`config.mk`:
```
export PLATFORM = sky130hd
export DESIGN_NAME = ca5_q2_seq_detector
export DESIGN_NICKNAME = d
export VERILOG_FILES = /design/src/rtl/ca5_q2_seq_detector.sv
export SDC_FILE = /design/constraint.sdc
export NUM_CORES = 1
export LEC_CHECK = 0
export BUFFER_PORTS_ARGS = -buffer_cell sky130_fd_sc_hd__buf_2
export CAP_MARGIN = 40
export CORE_AREA = 2 2 39 41
export DETAILED_ROUTE_END_ITERATION = 8
export DIE_AREA = 0 0 41 43
export HOLD_SLACK_MARGIN = 0.15
export SYNTH_ARGS = -nofsm -noshare
export SYNTH_HDL_FRONTEND = slang
export SYNTH_SLANG_ARGS = --single-unit
```
`constraint.sdc`:
```
create_clock -name clk -period 1.36 [get_ports clk]
set_input_delay 0.204 -clock clk [delete_from_list [all_inputs] [get_ports clk]]
set_output_delay 0.204 -clock clk [all_outputs]
set_load 0.05 [all_outputs]
```
`src/rtl/ca5_q2_seq_detector.sv`:
```
// Serial 1-0-0-1 sequence detector: Moore FSM, overlapping matches, one-cycle pulse on w.
// The state register resets asynchronously on rst low; w decodes the state only.
`timescale 1ns/1ps
module ca5_q2_seq_detector (
  input  logic clk,
  input  logic rst,
  input  logic j,
  output logic w
);

  typedef enum logic [2:0] {
    S0 = 3'b000,
    S1 = 3'b001,
    S2 = 3'b010,
    S3 = 3'b011,
    S4 = 3'b100
  } state_t;

  state_t r_state;
  state_t w_state_next;

  always_ff @(posedge clk or negedge rst) begin
    if (!rst) begin
      r_state <= S0;
    end else begin
      r_state <= w_state_next;
    end
  end

  // S4 reuses its trailing 1 as the start of the next pattern, so it behaves like S1.
  always_comb begin
    w_state_next = S0;
    case (r_state)
      S0:      w_state_next = j ? S1 : S0;
      S1:      w_state_next = j ? S1 : S2;
      S2:      w_state_next = j ? S1 : S3;
      S3:      w_state_next = j ? S4 : S0;
      S4:      w_state_next = j ? S1 : S2;
      default: w_state_next = S0;
    endcase
  end

  assign w = (r_state == S4);

endmodule

```
==> parameters.txt <==
Parameter                              Value

Timing
  Final setup TNS    0 ns
  Unrepaired setup endpoints after global routing    false
  FMAX    787 MHz
  Clock period minus worst slack    1.27 ns
  Max-slew violation count    0
  Total of endpoints with negative setup slack in the final report    0
  Final Hold Fails    0
  Measured slew at the worst slew-check pin    0.199 ns
  Final critical-path setup slack    0.0896 ns
  Post-route clock skew    0.000547 ns
  Max-slew headroom    86.6%
  Ratio of final minimum period to clock period    93.4%

Clocking
  Number of clock sinks    3
  Maximum number of buffers from clock root to sink    2
  Clk_lat worst skew    0.23 ns
  Clock transition at the registers of the reported paths    0.03 ns
  Number of buffers inserted during clock tree synthesis    3
  CTS tree    done
  Root buffer cell    clkbuf_4
  H-tree levels    1
  Post-CTS Setup Repair Bufs    0

Critical path
  Biggest fanout along the worst timing path    5
  Required time at the endpoint of the critical path    1.16 ns
  Worst Setup Start Kind    flop
  Setup crit end kind    output pin
  Worst path arrival time    1.07 ns
  Category of the most critical setup path    flop to output pin

GRT
  Wire length of the first global-routing pass    483 µm
  Antenna violations before repair    0
  Total routing resource utilization after global routing    5.22%
  Grt total ovfl    0
  Pin count of the biggest net entering global routing    6
  Vias in the first global route    136

Power and ir drop
  Total power per unit cell area    1870 nW/µm²
  Maximum vdd ir drop    0.000234 V
  Total leakage power    0.105 nW
  Overall power after layout    0.000420 W

Routing
  Antenna Violating Nets Remaining    0
  Routed wirelength normalized by instance count    7.29 µm
  Aggregate routed wire length    277 µm
  Via count normalized by instance count    3.13
  First-pass iteration count of the detailed router    4
  DRC viols    0
  Vias after detailed routing    119
  First DRT Iteration DRCs    3

Placement
  DP Worst Slack    0.296 ns
  Post-detail-place hpwl    221 µm
  Post-Place Cell Area    186 µm²
  Number of port buffers    3
  RePlAce Congestion    0.571

Cells and area
  Most common library cell in the layout ignoring fill and taps    clkbuf_4
  Commonest cells after routing, fill and taps aside    clkbuf_4, dfrtp_1
  Final Instance Area    225 µm²
  Flip-flop count of the largest register after layout    3
  # nets final    26
  Ant. Diodes    0
  Ratio of cells with drive above 1 in the final layout    45.5%
  Fill cell total of the finished layout    153
  Area growth from synthesis to layout    53.8%
  Registers with the highest flip-flop counts    r_state (3)
  Register containing the most flip-flops in the final layout    r_state

Die
  Die Footprint    1760 µm²
  Die Y    43 µm
  Number of ports placed on the die boundary    4
  Die W    41 µm
  Core region area    1380 µm²
  Initial Util    10.6%
  Number of core rows    14

Synth
  Synth Cell Area    146 µm²
  Average size of a mapped cell    10.5 µm²
  Cell count after synthesis    14
  Compound-cell area share of the yosys netlist    12.8%
  Area fraction in and, or, nand and nor cells after synthesis    24.8%
  Synthesis warning total    0
  Synthesized-area fraction occupied by xor and xnor cells    5.98%
  Post-synthesis mux area share    0%
  Number of unique standard cell types used by synthesis    10
  Sequential element share of the synthesized area    51.3%
  Synthesis-stage register bit count    3
  Share of synthesized cell area in full adder, half adder and majority cells    0%
  Largest family of logic cells by synthesized area    simple AND/OR/NAND/NOR gates
  Synth Net Count    17

Status
  Outcome    finished, final reports clean

Run
  Number of max-capacitance violations reported    0

Hold path
  Tightest Hold Check Type    input pin to flop
synth_stat cells:
library cell	number	area share [%]
a22o_2	1	6.8
a31o_2	1	6.0
dfrtp_1	3	51
inv_1	2	5.1
nand2_1	2	5.1
nor2_1	1	2.6
nor3_1	1	3.4
nor3b_1	1	5.1
nor3b_2	1	8.5
xor2_1	1	6.0
final cells by class:
cell class,instances,area [µm²],share of cell area [%]
Tap cell,16,20.0,8.89
Sequential cell,3,75.1,33.3
Timing Repair Buffer,4,27.5,12.2
Multi-Input combinational cell,9,68.8,30.6
Inverter,2,7.51,3.33
Clock buffer,4,26.3,11.7
worst paths after layout:
check / start / end / slack [ns] / cells past startpoint
hold reg to reg: r_state[2] / r_state[2] / 0.54 / 1
min in group asynchronous: rst / r_state[2] / 0.30 / 2
hold / removal: j / r_state[2] / 0.24 / 3
setup reg to reg: r_state[0] / r_state[1] / 0.41 / 2
max in group asynchronous: rst / r_state[0] / 0.95 / 2
setup / recovery: r_state[0] / w / 0.09 / 2
per-layer routing:
metal | vias up | GRT usage, % | share of wire [%]
met1 | 51 | 3.53 | 38
met3 | 2 | 1.57 | 3.6
li1 | 62 | - | -
met4 | 0 | 12.0 | 6.9
met2 | 4 | 6.25 | 51
met5 | - | 0 | 0
repair_timing:
item / 4_1_cts / 5_1_grt
endpoints found under the setup margin: 0 / 1
endpoints found under the hold margin: 3 / 0
hold buffers: 1 / 0
gates resized for setup: 0 / 1
where the power goes:
| part | internal [W] | switching [W] | total [W] | leakage (nW) |
|---|---|---|---|---|
| Clock | 0.000110 | 0.0000407 | 0.000150 | 0.0150 |
| Combinational | 0.0000596 | 0.0000459 | 0.000105 | 0.0511 |
| Sequential | 0.000121 | 0.0000437 | 0.000165 | 0.0387 |
| Total | 0.000290 | 0.000130 | 0.000420 | 0.105 |
per-stage QoR:
| stage | instances | util, % | hold slack, ns |
|---|---|---|---|
| floorplan | 14 | - | -0.0916 |
| global route | 38 | 16.3 | 0.258 |
| CTS | 38 | 16.1 | 0.228 |
| detailed placement | 33 | 13.5 | 0.00392 |
| finish | 38 | 16.3 | 0.242 |
| global placement | 33 | 13.5 | 0.000868 |
worst max-delay path, cell delays in order, from the launching register on:
cell and delay, ns:
dfrtp_1 0.43, nor3b_2 0.17, clkbuf_4 0.24
cell families (layout without fill, tap and decap cells):
kind of cell	after synthesis	after routing
and+or+nand+nor	6	6
xor gates and xnor gates	1	1
DFF	3	3
buffers and inverters	2	10
AOI/OAI and AO/OA	2	2
Note: power is estimated with default switching activity, not from simulation.
